### src/rtl/mem_seq_pkg.sv
// Shared constants for the memory cycle sequencer: state codes, transfer direction
// and the default response timeout.
package mem_seq_pkg;

  localparam int unsigned TMO_CYCLES_DEF = 255;

  typedef logic [2:0] state_t;

  localparam state_t ST_IDLE = 3'd0;
  localparam state_t ST_REQ  = 3'd1;
  localparam state_t ST_XFER = 3'd2;
  localparam state_t ST_REL  = 3'd3;
  localparam state_t ST_FIN  = 3'd4;

  localparam logic DIR_R = 1'b0;
  localparam logic DIR_W = 1'b1;

endpackage

### src/rtl/mem_tmo.sv
// Saturating timeout counter with synchronous clear and count enable; flags expiry
// when the count reaches TMO_CYCLES-1.
module mem_tmo #(
  parameter int unsigned TMO_CYCLES = 255,
  parameter int unsigned TMO_W      = 16
) (
  input  logic i_clk,
  input  logic i_rst,
  input  logic i_clr,
  input  logic i_en,
  output logic o_exp
);

  localparam logic [TMO_W-1:0] CntMax   = '1;
  localparam logic [TMO_W-1:0] CntLimit = TMO_W'(TMO_CYCLES - 1);

  logic [TMO_W-1:0] r_cnt;

  always_ff @(posedge i_clk) begin
    if (i_rst || i_clr) begin
      r_cnt <= '0;
    end else if (i_en && (r_cnt != CntMax)) begin
      r_cnt <= r_cnt + TMO_W'(1);
    end
  end

  assign o_exp = (r_cnt == CntLimit);

endmodule

### src/rtl/mem_seq.sv
// CPU-side memory cycle sequencer: runs one request/grant/ack/release bus handshake
// per start pulse and reports read data, no-answer alarm and parity error.
module mem_seq
  import mem_seq_pkg::*;
#(
  parameter int unsigned TMO_CYCLES = TMO_CYCLES_DEF,
  parameter int unsigned TMO_W      = 16
) (
  input  logic        clk_sys,
  input  logic        rst,
  input  logic        start_r,
  input  logic        start_w,
  input  logic [0:15] dad,
  input  logic [0:15] ddt,
  input  logic [0:3]  nb,
  output logic        rq,
  input  logic        grant,
  output logic [0:15] mem_ad,
  output logic [0:3]  mem_nb,
  output logic [0:15] mem_dto,
  output logic        mem_w,
  output logic        mem_r,
  input  logic [0:15] mem_dti,
  input  logic        ok,
  input  logic        en,
  input  logic        pe,
  output logic [0:15] rdt,
  output logic        busy,
  output logic        done,
  output logic        alarm,
  output logic        perr
);

  state_t      r_state;
  state_t      w_state_d;
  logic [0:15] r_ad;
  logic [0:15] r_dt;
  logic [0:3]  r_nb;
  logic        r_dir;
  logic [0:15] r_rdt;
  logic        r_alarm;
  logic        r_perr;

  logic w_start;
  logic w_tmo_clr;
  logic w_tmo_en;
  logic w_tmo_exp;
  logic w_xfer;

  assign w_start = start_r | start_w;
  assign w_xfer  = (r_state == ST_XFER);

  // One counter covers both the request-to-response and the release intervals.
  mem_tmo #(
    .TMO_CYCLES(TMO_CYCLES),
    .TMO_W     (TMO_W)
  ) u_tmo (
    .i_clk(clk_sys),
    .i_rst(rst),
    .i_clr(w_tmo_clr),
    .i_en (w_tmo_en),
    .o_exp(w_tmo_exp)
  );

  assign w_tmo_en = (r_state == ST_REQ) || (r_state == ST_XFER) || (r_state == ST_REL);

  always_comb begin
    w_state_d = r_state;
    w_tmo_clr = 1'b0;
    case (r_state)
      ST_IDLE: if (w_start) begin
        w_state_d = ST_REQ;
        w_tmo_clr = 1'b1;
      end
      ST_REQ:  if (grant) w_state_d = ST_XFER;
      ST_XFER: if (en || ok || w_tmo_exp) begin
        w_state_d = ST_REL;
        w_tmo_clr = 1'b1;
      end
      ST_REL:  if ((!ok && !en) || w_tmo_exp) w_state_d = ST_FIN;
      ST_FIN:  w_state_d = ST_IDLE;
      default: w_state_d = ST_IDLE;
    endcase
  end

  always_ff @(posedge clk_sys) begin
    if (rst) begin
      r_state <= ST_IDLE;
      r_ad    <= '0;
      r_dt    <= '0;
      r_nb    <= '0;
      r_dir   <= DIR_R;
      r_rdt   <= '0;
      r_alarm <= 1'b0;
      r_perr  <= 1'b0;
    end else begin
      r_state <= w_state_d;
      case (r_state)
        ST_IDLE: if (w_start) begin
          r_ad    <= dad;
          r_dt    <= ddt;
          r_nb    <= nb;
          r_dir   <= start_w ? DIR_W : DIR_R;
          r_alarm <= 1'b0;
          r_perr  <= 1'b0;
        end
        ST_XFER: begin
          if (en) begin
            r_alarm <= 1'b1;
          end else if (ok) begin
            if (r_dir == DIR_R) r_rdt <= mem_dti;
            if (pe) r_perr <= 1'b1;
          end else if (w_tmo_exp) begin
            r_alarm <= 1'b1;
          end
        end
        // Responder never released the bus.
        ST_REL: if ((ok || en) && w_tmo_exp) r_alarm <= 1'b1;
        default: ;
      endcase
    end
  end

  assign rq      = (r_state == ST_REQ) || w_xfer;
  assign mem_ad  = r_ad;
  assign mem_nb  = r_nb;
  assign mem_w   = w_xfer && (r_dir == DIR_W);
  assign mem_r   = w_xfer && (r_dir == DIR_R);
  assign mem_dto = (w_xfer && (r_dir == DIR_W)) ? r_dt : '0;
  assign rdt     = r_rdt;
  assign busy    = (r_state != ST_IDLE);
  assign done    = (r_state == ST_FIN);
  assign alarm   = r_alarm;
  assign perr    = r_perr;

endmodule

### config.mk
export PLATFORM = sky130hd
export DESIGN_NAME = mem_seq
export DESIGN_NICKNAME = d
export VERILOG_FILES = /design/src/rtl/mem_seq_pkg.sv /design/src/rtl/mem_tmo.sv /design/src/rtl/mem_seq.sv
export SDC_FILE = /design/constraint.sdc
export NUM_CORES = 1
export LEC_CHECK = 0
export BUFFER_PORTS_ARGS = -buffer_cell sky130_fd_sc_hd__buf_4
export CORE_UTILIZATION = 49
export CTS_CLUSTER_DIAMETER = 50
export DETAILED_ROUTE_END_ITERATION = 8
export MAX_ROUTING_LAYER = met4
export PLACE_DENSITY_LB_ADDON = 0.15
export REMOVE_ABC_BUFFERS = 1
export SYNTH_ARGS = -nofsm -noshare
export SYNTH_HDL_FRONTEND = slang
export SYNTH_HIERARCHICAL = 1
export SYNTH_SLANG_ARGS = --single-unit
### constraint.sdc
create_clock -name clk_sys -period 2.8 [get_ports clk_sys]
set_clock_uncertainty 0.1 [all_clocks]
set_input_delay 0.28 -clock clk_sys [delete_from_list [all_inputs] [get_ports clk_sys]]
set_output_delay 0.28 -clock clk_sys [all_outputs]
set_load 0.005 [all_outputs]
# After elaboration in Yosys (flattened, before gate mapping)
# Cells that the tools add are included.
[word_totals]
ff_bits = 74
latch_bits = 0
ram_bits = 0
rom_bits = 0
in_bits = 60
out_inout_bits = 59
elab_cells = 71
mem_count = 0
[classes]
addsub = 1
multipliers = 0
n_div = 0
order_cmp = 0
eq_ne = 16
n_shift = 0
muxes = 20
bitwise_logic = 3
n_reduce_logical = 22
[ops]
columns = ["op", "count"]
rows = [
  ["16-bit by 1-bit adder with 16-bit output, second input constant", 1],
  ["16-bit by 8-bit == test with 1-bit output, second input constant", 1],
  ["16-bit two-way mux", 1],
  ["16-bit inequality test, second input constant", 1],
  ["3-bit two-way mux", 4],
  ["3-bit case mux with 4 select lines", 1],
  ["1-bit two-way mux", 11],
  ["2-bit inequality test, second input constant", 5],
  ["5-bit AND reduction", 2],
  ["4-bit AND reduction", 2],
  ["3-bit by 2-bit == test with 1-bit output, second input constant", 2],
  ["1-bit logical OR", 6],
  ["2-bit by 1-bit inequality test with 1-bit output, second input constant", 3],
  ["3-bit inequality test, second input constant", 2],
  ["3-bit nonzero test", 2],
  ["1-bit logical AND", 5],
  ["1-bit case mux with 2 select lines", 2],
  ["3-bit by 1-bit == test with 1-bit output, second input constant", 1],
  ["3-bit == test, second input constant", 1],
  ["3-bit zero test", 1],
  ["1-bit case mux with 3 select lines", 1],
  ["1-bit zero test", 2],
  ["1-bit inverter", 2],
  ["2-bit AND reduction", 1],
  ["2 further kinds", 2],
]

# Logic depth before layout (Yosys ltp)
# Gate-level depths: netlist (run 1).
[depth]
word_depth = 5
mapped_depth = 11
mapped_depth_nobuf = 10

# Hierarchy
# Netlist (run 1), hierarchy kept.
[by_module_without_submodules]
columns = ["module", "instances", "cells_each", "area_each_um2"]
rows = [
  ["mem_seq", 1, 292, 2336.0],
  ["mem_tmo", 1, 111, 912.1],
]

# Worst setup path before layout (run 1)
# Ideal clock, no wire load.
[synth_path]
path_kind = "reg2reg"
startpoint = "register u_tmo.r_cnt[8]"
endpoint = "register u_tmo.r_cnt[15]"
setup_ps = 116
t_arrival_ps = 1945
setup_slack_ps = 639
path_stages_with_launch = 10
period_less_slack_ps = 2161
cell_sequence = "dfxtp_1 > nor4b_1 > nand4b_1 > nor3_1 > o31ai_1 > nand2_1 > or2_2 > clkbuf_1 > nor2_1 > a31o_2"
[synth_via]
elab_chain_len = 5
elab_cells_between_ends = 8
[synth_rtl]
columns = ["item", "line", "text"]
rows = [
  ["start, declared", "mem_tmo.sv:17", "logic [TMO_W-1:0] r_cnt;"],
  ["start signal, assigned", "mem_tmo.sv:23", "r_cnt <= r_cnt + TMO_W'(1);"],
  ["16-bit by 8-bit == test with 1-bit output", "mem_tmo.sv:27", "assign o_exp = (r_cnt == CntLimit);"],
  ["net w_tmo_exp", "mem_seq.sv:47", "logic w_tmo_exp;"],
  ["1-bit logical OR", "mem_seq.sv:76", "ST_XFER: if (en || ok || w_tmo_exp) begin"],
  ["1-bit two-way mux", "mem_seq.sv:76", ""],
  ["1-bit case mux with 2 select lines", "mem_seq.sv:70", "case (r_state)"],
  ["net w_tmo_clr", "mem_seq.sv:45", "logic w_tmo_clr;"],
  ["1-bit logical OR", "mem_tmo.sv:20", "if (i_rst || i_clr) begin"],
]
# The timed path passes the listed nets, and every way through them passes these cells.
# A chain may end at the register's enable or synchronous reset.

# Worst setup path after layout (run 1)
[layout_path]
startpoint = "register u_tmo.r_cnt[8]"
endpoint = "register u_tmo.r_cnt[0]"
# Same word-level chain as after synthesis.

==> results of run 1 <==
cell usage after synthesis, drive strengths merged, types with 2 or more instances:
cell type | instances | area [µm²]
clkbuf | 11 | 41.29
inv | 3 | 11.26
nor4b | 2 | 32.53
nand4 | 3 | 18.77
nor4 | 5 | 46.29
dfxtp | 74 | 1481
nand3 | 8 | 45.04
o211a | 2 | 20.02
ha | 2 | 25.02
o21ai | 9 | 45.04
and3 | 24 | 152.6
a21oi | 62 | 347.8
mux2i | 3 | 30.03
a211oi | 3 | 22.52
a41o | 2 | 21.27
nand2b | 3 | 18.77
and2 | 3 | 18.77
nor3 | 9 | 50.05
nand4b | 2 | 17.52
nand2 | 123 | 461.7
a31oi | 6 | 37.54
nor2 | 13 | 51.30
or3 | 3 | 18.77
buf | 14 | 123.9
state kept, by name (all words and copies together) (netlist names):
| name | flops |
|---|---|
| u_tmo/r_cnt | 16 |
| r_dt | 16 |
| rdt | 16 |
| alarm | 1 |
| r_state | 3 |
| r_dir | 1 |
| perr | 1 |
| mem_nb | 4 |
| mem_ad | 16 |
metrics by stage:
step                      util (%)  instances  power (mW)
after global placement       64.07        576       1.557
after detailed placement     64.07        576       1.570
after global routing         66.52        589       2.366
final                        66.52        589       2.247
after CTS                    66.52        589       2.267
after floorplan                  -        378       1.360
power by group:
| group | total, mW | internal, mW | leakage [nW] | switching (mW) |
|---|---|---|---|---|
| Sequential | 1.17 | 1.12 | 0.604 | 0.0497 |
| Clock | 0.703 | 0.330 | 0.0838 | 0.373 |
| Combinational | 0.377 | 0.177 | 1.18 | 0.201 |
cells by family after synthesis:
family | after synthesis | synth area share, %
buffers and inverters | 28 | 5.431
xor gates and xnor gates | 2 | 0.5394
DFF | 74 | 45.61
and+or+nand+nor | 202 | 29.58
AOI/OAI and AO/OA | 92 | 17.14
adders and majority gates | 2 | 0.7703
muxes | 3 | 0.9245
worst max path at each step:
stage	from	end
5_1_grt	u_tmo/r_cnt[7]	u_tmo/r_cnt[13]
4_1_cts	u_tmo/r_cnt[7]	u_tmo/r_cnt[0]
6_report	u_tmo/r_cnt[8]	u_tmo/r_cnt[0]
3_5_place_dp	u_tmo/r_cnt[7]	u_tmo/r_cnt[0]
3_3_place_gp	u_tmo/r_cnt[7]	u_tmo/r_cnt[13]
2_1_floorplan	start_w	u_tmo/r_cnt[0]
metal layers:
metal	routed length, µm	vias to the layer above
li1	-	1593
met4	136	0
met1	3531	1420
met2	3952	89
met3	499	12
met5	0	-
layout make-up:
type	instances	area share (%)
clock buffers	10	3.240
clock inverters	3	0.4418
inverters	3	0.2651
multi-input cells	301	37.53
flip-flops and latches	74	34.87
well taps	77	2.268
repair buffers	121	21.38
critical path, stage by stage, from the launching register on:
cell and delay [ps]:
dfxtp_1 350, nor4b_1 380, nand4b_1 140, nor3_1 470, o31ai_1 140, nand2_1 140, nor2_1 160, and3_1 240
a21oi_1 160, nand2_1 70
==> summary.txt, run 1 <==
Status
  • Status: finished clean

Run
  • Max_cap viols: 0

Clock network
  • Post-CTS Hold Buffers: 0
  • H-tree Lvls: 3
  • CTS tree: done
  • CTS clk-pin slew, worst paths: around 80 ps
  • Sink Count: 74
  • Max Root-Sink Buffers: 2
  • Number of buffers created by CTS: 9
  • Post-CTS Setup Inserts: 0
  • CTS-repair resized insts: 0
  • Root Driver: clkbuf_8
  • Worst skew pair latency: around 340 ps

Final layout
  • Layout cell share with drive strength beyond 1: 30.27%
  • Most frequent cells in the layout: nand2_1 (123), buf_4 (121), dfxtp_1 (74)
  • Antenna diodes: 0
  • FILL cells: 542
  • Area taken by multi-input logic gates: 1594 µm²
  • Area growth syn-to-layout: 30.78%
  • Fin nets: 572
  • Register area: 1481 µm²
  • Most common cell after layout, fill and taps aside: nand2_1
  • Fin area: 4248 µm²

Global routing
  • Global Route met3 Usage: around 6.3%
  • Grt total ovfl: 0
  • GRT met1 Usage: 28.80%
  • Vias in the first global route: 2,977
  • Antenna violations before repair: 0
  • Global routing's busiest layer: met2
  • Largest net degree at the start of global routing: 59
  • First-pass GRT wire length: 13,370 µm
  • Met2 usage: 39.34%
  • Tot GR Track Use: between 20 and 25%

Worst setup path
  • R2r worst-path depth: 9
  • WS Path Type: reg -> reg
  • Reg-to-Reg Start: u_tmo/r_cnt[8]
  • FF-to-FF End: u_tmo/r_cnt[0]
  • Worst-path maximum fanout: 9
  • Startpoint types: flop
  • Reg2Reg Setup Slack: 330 ps
  • Crit. End Element: flop
  • Critical Path AT: around 2600 ps
  • CP Data Required Time: 2930 ps

Timing
  • Relative slew slack: 56.39%
  • WHS: 81.34 ps
  • Worst-Margin Slew: 654.1 ps
  • Minimum clock period: 2474 ps
  • Worst Slack Setup Final: 326.1 ps
  • Setup_tns: 0 ps
  • # setup viols final: 0
  • Final Hold Vio Count: 0
  • F_max: 404.2 MHz
  • Final period utilization: 88.35%
  • RSZ-0062 raised after global routing: false
  • Max-slew violations: 0

Logic synthesis
  • Avg Cell Area, Syn: between 8 and 9 µm²
  • YS warnings: 6
  • Number of flops mapped to enable cells by yosys: 0
  • Synth Register Bits: 74
  • Ys flop type: dfxtp_1
  • Sequential share of the synthesized area: a little under half
  • Netlist Area Pre-Place: about 3200 µm²
  • Synth unique cells: 49
  • Synthesized instance count: 403
  • Synth async-reset ratio: 0%

Min path
  • Hold Path Stages: 3
  • Min-Delay Path Class: in -> reg
  • HP Start: ddt[1]
  • Hold worst-path end: r_dt[1]

Placement
  • Number of port buffers: approximately 120
  • Post-DP HPWL: 5568 µm
  • Placed Instance Area: 4091 µm²
  • GP Congestion: 0.8788
  • Pre-CTS worst setup slack: 416.3 ps

Floorplan
  • Core Area: 6386 µm²
  • Initial cell density of the core: 50.86%
  • Die X: 83.42 µm
  • Ports: 119
  • Die area: 6958 µm²
  • Row cnt: 29
  • Die span in y: 83.42 µm

Route
  • Pre-Repair DR Iteration Count: 4
  • Final ANT Viol Nets: 0
  • Number of vias per cell: approximately 5.3
  • Wire per inst: 13.78 µm
  • Via Count: around 3.1k
  • Total Wirelength: 8119 µm
  • DRT iter0 DRCs: around 120
  • Drt drc: 0

Power and ir drop
  • Lkg Pwr: 1.867 nW
  • Pwr Density: approximately 530 nW/µm²
  • Worst vdd ir: between 0.0003 and 0.0004 V
No activity file was read; power rests on OpenSTA's default activity.
==> inputs of run 2 (changes only) <==
Settings changed: CORE_UTILIZATION 49 to 30.
==> run 2 against run 1 <==
Net effect:
- die area up 62%
- combinational power is 1% higher
- largest power group unchanged
- largest cell class unchanged
- critical path depth decreased by 3
- via count decreased by 0.80%
- clock power rose by 30%
- critical endpoint is now u_tmo/r_cnt[8]
- register-to-register slack improved by 110 ps
- global-route usage is 8.1 points lower
==> summary.txt, run 2 (synthesis gave the netlist of run 1 again) <==
Final layout
  • Antenna diodes: 0 (unchanged)
  • FILL cells: 1,084 (was 542)
  • Register area: 1481 µm² (unchanged)
  • Fin nets: 572 (unchanged)
  • Layout cell share with drive strength beyond 1: 30.54% (was 30.27%)
  • Most frequent cells in the layout: nand2_1 (123), buf_4 (121), dfxtp_1 (74) (unchanged)
  • Area growth syn-to-layout: 35.09% (was 30.78%)
  • Area taken by multi-input logic gates: 1599 µm² (was 1594 µm²)
  • Most common cell after layout, fill and taps aside: nand2_1 (unchanged)
  • Layout Utilization: 42.13% (was 66.52%)

Clock network
  • CTS-repair resized insts: 0 (unchanged)
  • Post-CTS Hold Buffers: 0 (unchanged)
  • CTS clk-pin slew, worst paths: 80 ps (about the same)
  • H-tree Lvls: 3 (unchanged)
  • Sink Count: 74 (unchanged)
  • Post-CTS Setup Inserts: 0 (unchanged)
  • Root Driver: clkbuf_8 (unchanged)
  • CTS tree: done (unchanged)
  • Max Root-Sink Buffers: 2 (unchanged)
  • Worst skew pair latency: 340 ps (about the same)
  • Number of buffers created by CTS: 9 (unchanged)

Floorplan
  • Ports: 119 (unchanged)
  • Initial cell density of the core: 31.18% (was 50.86%)
  • Die span in y: 106.1 µm (was 83.42 µm)
  • Row cnt: 37 (was 29)
  • Die X: 106.1 µm (was 83.42 µm)
  • Die area: 11,250 µm² (was 6958 µm²)
  • Core Area: 10,420 µm² (was 6386 µm²)

Global routing
  • Global Route met3 Usage: 3.679% (was 6.262%)
  • First-pass GRT wire length: 14,320 µm (was 13,370 µm)
  • Met2 usage: 26.05% (was 39.34%)
  • Tot GR Track Use: 16.37% (was 24.43%)
  • GRT met1 Usage: 20.34% (was 28.80%)
  • Antenna violations before repair: 0 (unchanged)
  • Grt total ovfl: 0 (unchanged)
  • Global routing's busiest layer: met2 (unchanged)
  • Largest net degree at the start of global routing: 60 (was 59)
  • Vias in the first global route: 2,948 (was 2,977)

Min path
  • Hold Path Stages: 3 (unchanged)
  • Min-Delay Path Class: in -> reg (unchanged)
  • Hold worst-path end: mem_ad[11] (was r_dt[1])
  • HP Start: dad[11] (was ddt[1])

Status
  • Status: finished clean (unchanged)

Route
  • Total Wirelength: 8691 µm (was 8119 µm)
  • Final ANT Viol Nets: 0 (unchanged)
  • Wire per inst: 13.37 µm (was 13.78 µm)
  • Number of vias per cell: 4.752 (was 5.287)
  • Pre-Repair DR Iteration Count: 5 (was 4)
  • Via Count: 3,089 (was 3,114)
  • Drt drc: 0 (unchanged)
  • DRT iter0 DRCs: 185 (was 122)

Timing
  • Worst-Margin Slew: 715.0 ps (was 654.1 ps)
  • Setup_tns: 0 ps (unchanged)
  • # setup viols final: 0 (unchanged)
  • Minimum clock period: 2363 ps (was 2474 ps)
  • F_max: 423.1 MHz (was 404.2 MHz)
  • Max-slew violations: 0 (unchanged)
  • Relative slew slack: 52.33% (was 56.39%)
  • Final Hold Vio Count: 0 (unchanged)
  • RSZ-0062 raised after global routing: false (unchanged)
  • Final period utilization: 84.41% (was 88.35%)

Power and ir drop
  • Worst vdd ir: 0.0002538 V (was 0.0003089 V)
  • Final Power: 2.463 mW (was 2.247 mW)
  • Pwr Density: 561.4 nW/µm² (was 529.1 nW/µm²)
  • Lkg Pwr: 1.889 nW (was 1.867 nW)

Placement
  • GP Congestion: 0.8294 (was 0.8788)
  • Number of port buffers: 118 (unchanged)
  • Post-DP HPWL: 5878 µm (was 5568 µm)

Worst setup path
  • CP most frequent cell: nor2_1 (was nand2_1)
  • FF-to-FF End: u_tmo/r_cnt[8] (was u_tmo/r_cnt[0])
  • CP Data Required Time: 2970 ps (was 2930 ps)
  • Crit. End Element: flop (unchanged)
  • Critical Path AT: 2530 ps (was 2610 ps)
  • Reg2Reg Setup Slack: 440 ps (was 330 ps)
  • Worst path slowest cell: dfxtp_1 (was nor3_1)
  • R2r worst-path depth: 6 (was 9)
  • Reg-to-Reg Start: r_state[0] (was u_tmo/r_cnt[8])
  • Slowest stage delay, CP: 560 ps (was 470 ps)
  • WS Path Type: reg -> reg (unchanged)
  • Critical path, cell by cell: nor2_1 -> nor2_1 -> nand4_1 -> a41o_1 -> or3_1 -> a21oi_1 (was nor4b_1 -> nand4b_1 -> nor3_1 -> o31ai_1 -> nand2_1 -> nor2_1 -> and3_1 -> a21oi_1 -> nand2_1)
  • Worst-path maximum fanout: 10 (was 9)
  • Startpoint types: flop (unchanged)

Run
  • Max_cap viols: 0 (unchanged)
run 2: cell count changes in the layout (fill, tap and decap cells not counted), sizes merged:
cell,before,now
bufinv,0,2
clkbuf,10,11
clkinv,3,1
clkinvlp,0,1
run 2: area by class of cell:
class / count / area share (%)
Multi-Input combinational cell: 301 / 36.44
Sequential cell: 74 / 33.76
Timing Repair Buffer: 121 / 20.70
Tap cell: 136 / 3.878
Clock buffer: 11 / 3.222
Clock inverter: 4 / 1.739
Inverter: 3 / 0.2566
run 2: layer usage:
layer	up-vias	wire length, µm
met2	87	4060
met4	0	170
met5	-	0
met3	14	360
li1	1594	-
met1	1394	4099
run 2: per-stage QoR:
step / std cells / worst slack (ps) / hold WS (ps) / instance area (µm²)
after floorplan: 378 / 39.76 / 242.4 / 3083
after global placement: 635 / 406.6 / 338.3 / 4165
after detailed placement: 635 / 370.3 / 343.4 / 4165
after CTS: 650 / 349.6 / 58.47 / 4383
after global routing: 650 / 171.7 / 61.25 / 4388
final: 650 / 436.6 / 80.35 / 4388
run 2: how the worst max path moves through the flow:
stage | to | depth (start not counted) | from | slack, ps
after global placement | u_tmo/r_cnt[13] | 8 | u_tmo/r_cnt[7] | 410
after detailed placement | u_tmo/r_cnt[13] | 8 | u_tmo/r_cnt[7] | 370
after floorplan | u_tmo/r_cnt[0] | 6 | start_w | 40
after CTS | u_tmo/r_cnt[13] | 8 | u_tmo/r_cnt[7] | 350
final | u_tmo/r_cnt[8] | 6 | r_state[0] | 440
after global routing | u_tmo/r_cnt[0] | 9 | u_tmo/r_cnt[7] | 170
run 2: where the power goes:
part	switching [mW]	leakage [nW]	internal (mW)
registers	0.0494	0.604	1.12
clock network	0.391	0.106	0.523
logic	0.205	1.18	0.177
run 2: worst max-delay path, delay by kind of cell (launching register included):
kind             cells  cell delay, ps
AO/OA/AOI/OAI        2             450
AND/OR/NAND/NOR      4            1180
flip-flops           1             560
